===== src/rtl/mips_pkg.sv =====
// Shared definitions for the MIPS pipeline: fetch FSM encoding and reset/bubble constants.
package mips_pkg;

    typedef enum logic [1:0] {
        StFetch = 2'd0,
        StHold  = 2'd1,
        StDrain = 2'd2
    } fetch_state_e;

    localparam logic [31:0] RESET_PC_DEFAULT  = 32'h0000_0000;
    localparam logic [31:0] NOP_INSTR_DEFAULT = 32'h0000_0000;

endpackage


===== src/rtl/if_id_reg.sv =====
// IF/ID pipeline register: flush beats stall, a load without a valid word inserts a bubble.
module if_id_reg
    import mips_pkg::*;
#(
    parameter logic [31:0] NOP_INSTR = NOP_INSTR_DEFAULT
) (
    input  logic        clk,
    input  logic        reset,
    input  logic        stall_i,
    input  logic        flush_i,
    input  logic        valid_i,
    input  logic [31:0] instr_i,
    input  logic [31:0] pcplus4_i,
    output logic [31:0] instr_o,
    output logic [31:0] pcplus4_o,
    output logic        valid_o
);

    logic [31:0] instr_q, instr_d;
    logic [31:0] pcp4_q, pcp4_d;
    logic        valid_q, valid_d;

    always_comb begin
        instr_d = instr_q;
        pcp4_d  = pcp4_q;
        valid_d = valid_q;
        if (flush_i || (!stall_i && !valid_i)) begin
            instr_d = NOP_INSTR;
            pcp4_d  = 32'd0;
            valid_d = 1'b0;
        end else if (!stall_i) begin
            instr_d = instr_i;
            pcp4_d  = pcplus4_i;
            valid_d = 1'b1;
        end
    end

    always_ff @(posedge clk) begin
        if (reset) begin
            instr_q <= NOP_INSTR;
            pcp4_q  <= 32'd0;
            valid_q <= 1'b0;
        end else begin
            instr_q <= instr_d;
            pcp4_q  <= pcp4_d;
            valid_q <= valid_d;
        end
    end

    assign instr_o   = instr_q;
    assign pcplus4_o = pcp4_q;
    assign valid_o   = valid_q;

endmodule


===== src/rtl/fetch_stage.sv =====
// IF stage: PCF, next-PC select, req/ack instruction-memory handshake with a one-word skid
// buffer for stalls, and redirect draining so an outstanding request is never abandoned.
module fetch_stage
    import mips_pkg::*;
#(
    parameter logic [31:0] RESET_PC  = RESET_PC_DEFAULT,
    parameter logic [31:0] NOP_INSTR = NOP_INSTR_DEFAULT
) (
    input  logic        clk,
    input  logic        reset,
    input  logic        StallF,
    input  logic        StallD,
    input  logic        FlushD,
    input  logic        PCSrcD,
    input  logic [31:0] PCBranchD,
    input  logic        JumpD,
    input  logic [31:0] PCJumpD,
    output logic        imem_req,
    output logic [31:0] imem_addr,
    input  logic        imem_ack,
    input  logic [31:0] imem_rdata,
    output logic [31:0] pc,
    output logic [31:0] pcnext,
    output logic [31:0] InstrD,
    output logic [31:0] PCPlus4D,
    output logic        ValidD,
    output logic        FetchBusy
);

    fetch_state_e state_q, state_d;
    logic [31:0]  pc_q, pc_d;
    logic [31:0]  target_q, target_d;
    logic [31:0]  skid_instr_q, skid_instr_d;
    logic [31:0]  skid_pcp4_q, skid_pcp4_d;
    logic         skid_valid_q, skid_valid_d;

    logic [31:0]  seq_pc;
    logic         redirect;
    logic         id_drain;
    logic         id_load;
    logic [31:0]  id_instr, id_pcp4;
    logic         req_raw;

    assign seq_pc    = pc_q + 32'd4;
    assign redirect  = (JumpD | PCSrcD) & ~StallD;
    assign pcnext    = JumpD ? PCJumpD : (PCSrcD ? PCBranchD : seq_pc);
    assign pc        = pc_q;
    assign imem_addr = pc_q;
    assign imem_req  = req_raw & ~reset;
    // A flushed IF/ID must not swallow the skid word, so draining waits for a clean load.
    assign id_drain  = skid_valid_q & ~StallD & ~FlushD;

    always_comb begin
        state_d      = state_q;
        pc_d         = pc_q;
        target_d     = target_q;
        skid_instr_d = skid_instr_q;
        skid_pcp4_d  = skid_pcp4_q;
        skid_valid_d = skid_valid_q;
        id_load      = 1'b0;
        id_instr     = skid_instr_q;
        id_pcp4      = skid_pcp4_q;
        req_raw      = 1'b0;
        FetchBusy    = 1'b0;

        unique case (state_q)
            StFetch: begin
                req_raw   = 1'b1;
                FetchBusy = ~imem_ack;
                if (redirect) begin
                    // Any word arriving now is wrong-path fall-through.
                    skid_valid_d = 1'b0;
                    if (imem_ack) begin
                        pc_d = pcnext;
                    end else begin
                        target_d = pcnext;
                        state_d  = StDrain;
                    end
                end else begin
                    if (id_drain) begin
                        id_load      = 1'b1;
                        skid_valid_d = 1'b0;
                    end
                    if (imem_ack) begin
                        if (StallF) begin
                            skid_valid_d = 1'b1;
                            skid_instr_d = imem_rdata;
                            skid_pcp4_d  = seq_pc;
                            state_d      = StHold;
                        end else begin
                            pc_d = pcnext;
                            if (!StallD && !skid_valid_q) begin
                                id_load  = 1'b1;
                                id_instr = imem_rdata;
                                id_pcp4  = seq_pc;
                            end else begin
                                skid_valid_d = 1'b1;
                                skid_instr_d = imem_rdata;
                                skid_pcp4_d  = seq_pc;
                            end
                        end
                    end
                end
            end
            StHold: begin
                if (redirect) begin
                    skid_valid_d = 1'b0;
                    pc_d         = pcnext;
                    state_d      = StFetch;
                end else begin
                    if (id_drain) begin
                        id_load      = 1'b1;
                        skid_valid_d = 1'b0;
                    end
                    if (!StallF) begin
                        pc_d    = pcnext;
                        state_d = StFetch;
                    end
                end
            end
            StDrain: begin
                req_raw   = 1'b1;
                FetchBusy = 1'b1;
                if (imem_ack) begin
                    pc_d    = redirect ? pcnext : target_q;
                    state_d = StFetch;
                end else if (redirect) begin
                    target_d = pcnext;
                end
            end
            default: begin
                state_d = StFetch;
            end
        endcase
    end

    always_ff @(posedge clk) begin
        if (reset) begin
            state_q      <= StFetch;
            pc_q         <= RESET_PC;
            target_q     <= RESET_PC;
            skid_instr_q <= NOP_INSTR;
            skid_pcp4_q  <= 32'd0;
            skid_valid_q <= 1'b0;
        end else begin
            state_q      <= state_d;
            pc_q         <= pc_d;
            target_q     <= target_d;
            skid_instr_q <= skid_instr_d;
            skid_pcp4_q  <= skid_pcp4_d;
            skid_valid_q <= skid_valid_d;
        end
    end

    if_id_reg #(
        .NOP_INSTR (NOP_INSTR)
    ) u_if_id_reg (
        .clk       (clk),
        .reset     (reset),
        .stall_i   (StallD),
        .flush_i   (FlushD),
        .valid_i   (id_load),
        .instr_i   (id_instr),
        .pcplus4_i (id_pcp4),
        .instr_o   (InstrD),
        .pcplus4_o (PCPlus4D),
        .valid_o   (ValidD)
    );

endmodule

===== config.mk =====
export PLATFORM = sky130hd
export DESIGN_NAME = fetch_stage
export DESIGN_NICKNAME = d
export VERILOG_FILES = /design/src/rtl/mips_pkg.sv /design/src/rtl/if_id_reg.sv /design/src/rtl/fetch_stage.sv
export SDC_FILE = /design/constraint.sdc
export NUM_CORES = 1
export LEC_CHECK = 0
export BUFFER_PORTS_ARGS = -buffer_cell sky130_fd_sc_hd__buf_2
export CORE_MARGIN = 5
export CORE_UTILIZATION = 32
export CTS_CLUSTER_SIZE = 24
export DETAILED_ROUTE_END_ITERATION = 16
export GPL_ROUTABILITY_DRIVEN = 1
export PLACE_DENSITY = 0.59
export SYNTH_ARGS = -nofsm -noshare
export SYNTH_HDL_FRONTEND = slang
export SYNTH_SLANG_ARGS = --single-unit
export TNS_END_PERCENT = 5

===== constraint.sdc =====
create_clock -name clk -period 2.08 [get_ports clk]
set_clock_uncertainty 0.1 [all_clocks]
set_input_delay 0.416 -clock clk [delete_from_list [all_inputs] [get_ports clk]]
set_output_delay 0.416 -clock clk [all_outputs]
set_load 0.05 [all_outputs]

==> out/metrics.csv, run 1 <==
metric,value,unit
status,"finished, violations left",
failing checks,negative setup slack,
worst hold slack,0.119,ns
Relative slew margins,56.6,%
wire per inst,17.7,µm
max_cap viols,0,
CTS tree,done,
share of the synthesized area in the top cell type,41.8,%
Slew @ Worst Pin,0.651,ns
Setup crit end kind,primary output,
Mapped Nets,1298,
setup slack at placement,-0.340,ns
Post-route DRC,0,
post-synth cell types,66,
PwrDens,718,nW/µm²
Critical Path RT,1.56,ns
Finished Core Util,48.8,%
Crit path largest cell delay,0.35,ns
post-layout min period,2.74,ns
# setup viols final,42,
DIE WIDTH,181,µm
post-route setup TNS,-16.97,ns
clock tree buffer depth,2,
final net count,1689,
Final Cycle Share,132,%
Inserted Diodes,0,
most common cell in the netlist,nor2_1,
initial antenna violation count,0,
DRT Pass-1 Iters,5,
critical path type,reg2out,
cell mode on critical path,buf_6,
Pleak,6.07,nW
RePlAce Congestion,0.921,
register area share after synthesis,41.8,%
most common library cells after synthesis,"nor2_1 (211), dfxtp_1 (196), a21oi_1 (142)",
via count,10100,
critical path startpoint category,register,
die span in y,181,µm
first-pass GRT wire length,53.2,mm
gr ovfl total,0,
Final Max Slew Viols,0,
"flops & latches, synth",196,
Antenna Nets Post-Route,0,
Final Hold Viols,0,
# port buffers,266,
DP Wirelength,25.8,mm
post-synthesis cell count,1193,
maximum fanout along the worst path,5,
share of async-settable or async-resettable flops after synthesis,0,%
largest net degree at the start of global routing,88,
clock insertion delay at the later pin of the skew report,0.45,ns
drt total wl,35.0,mm
Final WS setup,-0.661,ns
Yosys top cell by area,dfxtp_1,
I/O Pins,267,
fmax,0.365,GHz
Ys Warns,0,
H-Tree Depth,4,
syn avg cell area,7.88,µm²
Rows,62,
Post-synth EDFFs,0,
DR iter-0 viols,647,
Initial Util,32.6,%
R2R setup slack,-0.59,ns
Core Box Area,28900,µm²
crit-path cells,and4_4 > nand4_4 > buf_12 > buf_6 > nor3_4 > xnor2_2 > o221a_2 > inv_1 > buf_6,
"top cells by area, synth","dfxtp_1 (42%), nor2_1 (8.4%), a21oi_1 (7.6%), nand2_1 (5.4%), mux2i_1 (4.7%)",
Area Overhead vs Synth,49.9,%
Root Driver,clkbuf_16,
Worst Path Buf+Inv,4,
gr usage total,20.2,%
clock-pin transition on the worst setup and hold timing paths,0.07,ns
type of the worst min-delay path,in2reg,
hold_buf cts,0,
Vias/cell,5.08,
layout cells sized above 1,41.7,%
vias in the first global route,9425,
synthesized area,9400,µm²
commonest register cell after synthesis,dfxtp_1,
total power,0.0101,W
cell family with the largest share of critical-path delay,simple AND/OR/NAND/NOR gates,
slowest cell on the critical path,dfxtp_4,
# clock sinks,196,
CTS Buf Count,17,
critical path arrival,2.23,ns
Worst IR Drop VDD,0.597,mV
RSZ-0062 raised after global routing,yes,
die footprint,32900,µm²
state kept, by name, indices dropped and copies added, names as in the netlist:
register,count
u_if_id_reg.pcplus4_o,32
u_if_id_reg.instr_o,32
skid_instr_q,32
imem_addr,32
skid_pcp4_q,32
state_q,2
u_if_id_reg.valid_o,1
skid_valid_q,1
target_q,32
layout by cell type, fill, tap and decap left out, types with 5 or more instances in the layout:
cell and instances:
xnor2_2 9, a22o_1 7, dfxtp_2 13, o21ai_2 8, nor3b_1 11, o21ai_1 5, dfxtp_4 14, mux2i_1 43
nand4_1 15, and3_1 11, nor4_4 7, a22oi_1 7, nand3_1 10, xor2_2 6, buf_12 13, xnor2_1 5
nand2b_1 5, a21oi_2 7, a211oi_1 31, nor3_4 5, inv_1 16, a21oi_1 134, buf_4 207, buf_6 42
dfxtp_1 169, o21ai_0 14, nor3_1 32, o22ai_1 10, a211o_1 11, clkbuf_16 18, nand2_1 136, buf_2 232
nor2_1 206, a211oi_2 11
cell type report:
| cell class | count | area, µm² |
|---|---|---|
| flip-flops and latches | 196 | 3990 |
| multi-input cells | 849 | 5430 |
| repair buffers | 498 | 3510 |
| well taps | 384 | 480 |
| clock inverters | 12 | 118 |
| clock buffers | 20 | 468 |
| inverters | 22 | 86.3 |
| fillers | 2830 | 14800 |
final timing paths:
path,endpoint,cells past startpoint,start
setup / recovery,pcnext[25],9,imem_addr[10]
hold / removal,skid_instr_q[11],3,imem_rdata[11]
setup reg to reg,u_if_id_reg.pcplus4_o[25],15,imem_addr[10]
hold reg to reg,skid_instr_q[3],2,skid_instr_q[3]
power breakdown:
part / internal [W] / switching, W
clock network: 0.00178 / 0.00157
logic: 0.00103 / 0.00168
registers: 0.00394 / 0.000118
total: 0.00674 / 0.00336
worst register-to-register path: stages, from the launching register on:
cell,delay (ns)
dfxtp_4,0.35
and4_4,0.25
nand4_4,0.13
buf_12,0.16
buf_6,0.14
nor3_4,0.15
xnor2_2,0.10
buf_4,0.13
buf_4,0.12
buf_4,0.12
buf_4,0.12
buf_4,0.12
buf_4,0.13
buf_6,0.12
a211o_1,0.26
a21oi_2,0.10
through the flow:
stage | cell area, µm² | std cells
floorplan | 9580 | 1193
global placement | 12400 | 1915
detailed placement | 12400 | 1915
CTS | 13800 | 1972
global route | 14100 | 1981
finish | 14100 | 1981
kinds of logic after synthesis:
logic type      after synthesis  synth area share (%)
simple gates                481                  23.2
buf+inv                     148                  7.68
flops                       196                  41.8
mux                          45                  4.81
compound gates              295                  19.9
fa+ha+maj                     1                 0.133
xor+xnor                     27                  2.52
layer usage:
metal	global-route usage [%]	vias up	wire [µm]
met2	33.7	372	16700
li1	-	4894	-
met1	27.2	4757	15400
met4	4.95	0	625
met3	3.62	36	2270
met5	0	-	0
what timing repair did:
action / CTS / global route
gates resized for setup: 127 / 47
buffers inserted: 25 / 9
setup endpoints to repair: 54 / 123
pin swaps: 39 / 28
No activity file was read; power rests on OpenSTA's default activity.
==> run 2: changes to the inputs <==
ABC_AREA = 1   (was default)
SETUP_SLACK_MARGIN = 0.15   (was default)
==> run 2 against run 1 <==
Effect of this change: the run still ends with negative setup slack left; sequential share of layout area increased by 0.37 points; global-route usage decreased by 0.51 points; area after synthesis increased by 4.4%; critical endpoint is now pcnext[16]; largest cell class unchanged.
==> out/metrics.csv, run 2 <==
metric,value,unit
Area Overhead vs Synth,41.0,%
R2R depth,15,
maximum fanout along the worst path,4,
via count,10500,
synthesized area,9810,µm²
"flops & latches, synth",196,
most common library cells after synthesis,"nand2_1 (256), dfxtp_1 (196), a21oi_1 (188)",
Initial Util,32.2,%
drt total wl,34.5,mm
Mapped Nets,1568,
Post-synth EDFFs,0,
Antenna Nets Post-Route,0,
Final Cycle Share,125,%
Net Sw Frac,34.7,%
share of the synthesized area in the top cell type,40.0,%
most common cell in the netlist,nand2_1,
syn avg cell area,6.70,µm²
gr ovfl total,0,
Rows,64,
final net count,1887,
Critical R2R Launch,imem_addr[3],
initial antenna violation count,0,
Inserted Diodes,0,
DR iter-0 viols,560,
first-pass GRT wire length,53.5,mm
total power,0.0104,W
CTS Buf Count,17,
critical path startpoint category,register,
Final Hold Viols,0,
Final WS setup,-0.524,ns
Root Driver,clkbuf_16,
commonest register cell after synthesis,dfxtp_1,
DRT Pass-1 Iters,5,
Pint,0.00681,W
PwrDens,754,nW/µm²
Slew @ Worst Pin,0.688,ns
H-Tree Depth,4,
Hold Path Origin,imem_rdata[29],
largest net degree at the start of global routing,65,
post-synthesis cell count,1463,
clock insertion delay at the later pin of the skew report,0.44,ns
gr usage total,19.7,%
failing checks,negative setup slack,
Ys Warns,0,
"top cells by area, synth","dfxtp_1 (40%), nand2_1 (9.8%), a21oi_1 (9.6%), o21ai_0 (7.3%), nor2_1 (6.9%)",
clock tree buffer depth,2,
post-layout min period,2.60,ns
Critical Path RT,1.56,ns
type of the worst min-delay path,in2reg,
Vias/cell,4.81,
Crit. Startpoint,imem_addr[3],
fmax,0.384,GHz
# port buffers,266,
max_cap viols,0,
RSZ-0062 raised after global routing,yes,
Final Max Slew Viols,0,
layout cells sized above 1,34.0,%
Flop pwr share,39.7,%
power share of the combinational group,27.5,%
die footprint,34300,µm²
Post-route DRC,0,
hold_buf cts,0,
"commonest cells after routing, fill and taps aside","buf_2 (232), nand2_1 (222), a21oi_1 (180), dfxtp_1 (172), nor2_1 (163)",
Yosys top cell by area,dfxtp_1,
vias in the first global route,9844,
die span in y,185,µm
# clock sinks,196,
status,"finished, violations left",
critical path type,reg2out,
critical path arrival,2.09,ns
wire per inst,15.8,µm
# setup viols final,29,
post-synth cell types,30,
Clk network pwr share,32.8,%
I/O Pins,267,
Worst Hold Depth,3,
clock-pin transition on the worst setup and hold timing paths,0.08,ns
Pleak,6.56,nW
DP Wirelength,25.9,mm
Worst IR Drop VDD,0.521,mV
worst hold slack,0.191,ns
share of async-settable or async-resettable flops after synthesis,0,%
Setup crit end kind,primary output,
Relative slew margins,54.1,%
"most common cell after layout, fill and taps aside",buf_2,
DIE WIDTH,185,µm
register area share after synthesis,40.0,%
Net Sw Power,0.00361,W
RePlAce Congestion,0.892,
CTS tree,done,
Core Box Area,30400,µm²
## run 2: cell types whose count changed in the layout (fill, tap and decap cells not counted), moves of 14 or more
cell,previous run,this run
o21ai_0,14,131
nor3_1,32,10
buf_4,207,141
nor2_1,206,163
o211ai_1,3,23
mux2i_1,43,0
or2_2,1,16
nand4_1,15,1
nand3_1,10,61
inv_1,16,154
nand2_1,136,222
a21oi_1,134,180
nand2_2,0,30
## run 2: cell families (layout without fill, tap and decap cells)
| family | Yosys count | after routing | synth area share, % |
|---|---|---|---|
| AND/OR/NAND/NOR | 550 | 550 | 22.9 |
| XOR/XNOR | 12 | 12 | 1.07 |
| buffers and inverters | 293 | 625 | 12.8 |
| adder cells (fa/ha/maj) | 1 | 1 | 0.128 |
| flip-flops | 196 | 196 | 40.0 |
| AO/OA/AOI/OAI | 411 | 411 | 23.0 |
## run 2: path summary, 6_finish.rpt
check / to / slack [ns]
min reg2reg: skid_instr_q[25] / 0.35
max: pcnext[16] / -0.52
min: skid_instr_q[29] / 0.19
max reg2reg: u_if_id_reg.pcplus4_o[11] / -0.13
## run 2: power by group through the flow
stage	logic (W)	registers (W)	clock network, W
final	0.00287	0.00413	0.00342
after global routing	0.00310	0.00416	0.00369
after CTS	0.00280	0.00413	0.00352
after detailed placement	0.00264	0.00422	0
after global placement	0.00263	0.00421	0
after floorplan	0.00149	0.00450	0
## run 2: final cells by class
| cell class | count | area (µm²) |
|---|---|---|
| Fill cell | 3134 | 16600 |
| Multi-Input combinational cell | 974 | 5150 |
| Sequential cell | 196 | 3970 |
| Timing Repair Buffer | 426 | 2970 |
| Inverter | 167 | 632 |
| Tap cell | 396 | 495 |
| Clock buffer | 20 | 479 |
| Clock inverter | 12 | 131 |
## run 2: repair_timing
item                       CTS  global route
setup buffers               10             6
cloned                       0             0
pin swaps                   28            42
setup endpoints to repair   56           123
gates resized for setup    120            63
## run 2: per-layer routing
layer  vias up  part of all wire, %  wire, µm  GRT usage, %
met5         -                    0         0             0
met2       336                   45     15700          31.9
li1       5356                    -         -             -
met1      4807                   46     16000          27.0
met4         0                  1.9       642          5.02
met3        34                  6.3      2190          3.85
## run 2: metrics by stage
step                      cell area [µm²]  utilization [%]  setup slack [ns]  setup TNS (ns)  instances
final                               13800             45.4            -0.524          -12.34       2191
after global routing                13800             45.4            -0.643          -15.94       2191
after CTS                           13600             44.6            -0.536          -13.09       2186
after detailed placement            12500             41.1            -0.287           -6.82       2144
after global placement              12500             41.1            -0.225           -6.14       2144
after floorplan                      9970                -            -0.190           -3.34       1463
## run 2: worst max-delay path, stage by stage (launching register included)
cell and delay, ns:
dfxtp_4 0.38, ha_4 0.15, nand2_4 0.05, nor2_4 0.14, nand2_2 0.09, nor2_4 0.20
xor2_2 0.21, nand2_2 0.12, a21boi_4 0.14, buf_6 0.17
==> run 3: changes to the inputs <==
PLACE_DENSITY = 0.58   (was 0.59)
SYNTH_HIERARCHICAL = 1   (was default)
==> run 3 against run 2 <==
Effect of this change: the run still ends with negative setup slack left; global-route usage decreased by 1.7 points; via count increased by 7.1%; highest routed layer unchanged; worst setup slack got worse by 0.016 ns.
==> out/metrics.csv, run 3 <==
metric,value,unit
share of async-settable or async-resettable flops after synthesis,0,%
final net count,2157,
Crit path largest cell delay,0.37,ns
synthesized area,10800,µm²
DR iter-0 viols,564,
Area Overhead vs Synth,33.9,%
Worst Path Buf+Inv,2,
# port buffers,266,
Post-route DRC,0,
post-route setup TNS,-12.47,ns
clock-pin transition on the worst setup and hold timing paths,0.08,ns
drt total wl,34.6,mm
Rows,67,
clock tree buffer depth,2,
"commonest cells after routing, fill and taps aside","nand2_1 (367), nor2_1 (334), inv_1 (248), buf_2 (232), dfxtp_1 (168)",
Clk network pwr share,31.9,%
total power,0.0103,W
"top cells by area, synth","dfxtp_1 (36%), nand2_1 (14%), nor2_1 (13%), inv_1 (9.0%), o21ai_0 (7.5%)",
DIE WIDTH,193,µm
syn avg cell area,6.11,µm²
Final Max Slew Viols,0,
register area share after synthesis,36.5,%
Final WS setup,-0.540,ns
Mapped Nets,1865,
Root Driver,clkbuf_16,
critical path startpoint category,register,
failing checks,negative setup slack,
hold_buf cts,0,
Initial Util,32.2,%
Pleak,7.48,nW
CP Depth,10,
Yosys top cell by area,dfxtp_1,
fmax,0.382,GHz
crit-path cells,ha_4 > nand2_4 > nor2_4 > nand2_4 > nor2_4 > buf_6 > xor2_4 > nand2_2 > a21boi_4 > buf_6,
Critical Path RT,1.56,ns
first-pass GRT wire length,55.3,mm
setup slack at placement,-0.170,ns
layout cells sized above 1,29.9,%
Net Sw Frac,35.8,%
CTS Buf Count,17,
Ys Warns,6,
most common cell in the netlist,nand2_1,
RSZ-0062 raised after global routing,yes,
most common library cells after synthesis,"nand2_1 (407), nor2_1 (360), inv_1 (259)",
status,"finished, violations left",
RePlAce Congestion,0.873,
gr ovfl total,0,
Slew @ Worst Pin,0.524,ns
H-Tree Depth,4,
I/O Pins,267,
share of the synthesized area in the top cell type,36.5,%
# setup viols final,29,
Worst IR Drop VDD,0.578,mV
Pint,0.00662,W
Setup crit end kind,primary output,
initial antenna violation count,1,
commonest register cell after synthesis,dfxtp_1,
Flop pwr share,40.3,%
post-layout min period,2.62,ns
Post-synth EDFFs,0,
Vias/cell,4.49,
vias in the first global route,10600,
Core Box Area,33400,µm²
post-synth cell types,32,
slowest cell on the critical path,dfxtp_4,
Worst Hold Depth,2,
DP Wirelength,25.3,mm
clock insertion delay at the later pin of the skew report,0.44,ns
via count,11300,
R2R depth,15,
type of the worst min-delay path,in2reg,
Crit. Startpoint,imem_addr[2],
Final Cycle Share,126,%
"most common cell after layout, fill and taps aside",nand2_1,
Net Sw Power,0.00369,W
Relative slew margins,65.1,%
post-synthesis cell count,1760,
cell family with the largest share of critical-path delay,simple AND/OR/NAND/NOR gates,
die footprint,37400,µm²
worst hold slack,0.129,ns
# clock sinks,196,
die span in y,193,µm
power share of the combinational group,27.8,%
DRT Pass-1 Iters,5,
critical path arrival,2.10,ns
maximum fanout along the worst path,6,
"flops & latches, synth",196,
Final Hold Viols,0,
largest net degree at the start of global routing,110,
PwrDens,716,nW/µm²
Antenna Nets Post-Route,0,
CTS tree,done,
critical path type,reg2out,
max_cap viols,0,
Hold Path Origin,reset,
gr usage total,18.0,%
Critical R2R Launch,imem_addr[2],
wire per inst,13.8,µm
-- run 3: stage by stage --
stage                     utilization, %  cells  cell area [µm²]
final                               43.1   2514            14400
after global routing                43.1   2514            14400
after CTS                           42.1   2513            14100
after detailed placement            39.6   2478            13200
after global placement              39.6   2478            13200
after floorplan                        -   1760            11000
-- run 3: path summary, 6_finish.rpt --
check	slack (ns)	end
max	-0.54	pcnext[14]
max reg2reg	0.04	u_if_id_reg/pcplus4_o[28]
min	0.13	skid_valid_q
min reg2reg	0.39	skid_instr_q[1]
-- run 3: kinds of logic (layout without fill, tap and decap cells) --
group           Yosys count  in the layout  synth area share [%]
fa+ha+maj                 1              1                 0.116
simple gates            881            881                  32.6
buf+inv                 393            698                  16.4
other cells               0              1                     0
xor+xnor                 13             13                  1.06
flops                   196            196                  36.5
compound gates          276            276                  13.3
-- run 3: repair_timing --
action | CTS | global route
gates resized for setup | 88 | 111
setup endpoints to repair | 47 | 146
endpoints found under the hold margin | 0 | 0
pin swaps | 20 | 69
setup buffers | 3 | 0
-- run 3: final cells by class --
class	instances	area [µm²]
Clock buffer	18	429
Multi-Input combinational cell	1171	5620
Timing Repair Buffer	399	2640
Inverter	267	1000
Fill cell	3651	19000
Sequential cell	196	4000
Antenna cell	1	2.50
Clock inverter	14	138
Tap cell	448	561
-- run 3: power by group through the flow --
stage                     sequential (W)  clock (W)  combinational, W
after CTS                        0.00414    0.00342           0.00281
final                            0.00416    0.00329           0.00286
after detailed placement         0.00423          0           0.00270
after global placement           0.00422          0           0.00268
after global routing             0.00419    0.00355           0.00313
after floorplan                  0.00449          0           0.00163
-- run 3: worst reg2reg max path, stage by stage, from the launching register on --
cell and delay [ns]:
dfxtp_4 0.37, ha_4 0.16, nand2_4 0.05, nor2_4 0.13
nand2_4 0.11, nor2_4 0.17, buf_6 0.14, nand3_1 0.11
buf_4 0.17, nand2_4 0.07, nand2_1 0.05, o21ai_0 0.07
inv_1 0.06, nor2_1 0.09, nor2_1 0.06, nor2_1 0.07
-- run 3: metal layers --
layer / track usage, % / up-vias / share of wire [%]
met5: 0 / - / 0
met4: 5.01 / 0 / 2.0
met2: 29.3 / 310 / 45
met3: 3.41 / 34 / 5.8
met1: 24.5 / 5035 / 47
li1: - / 5903 / -
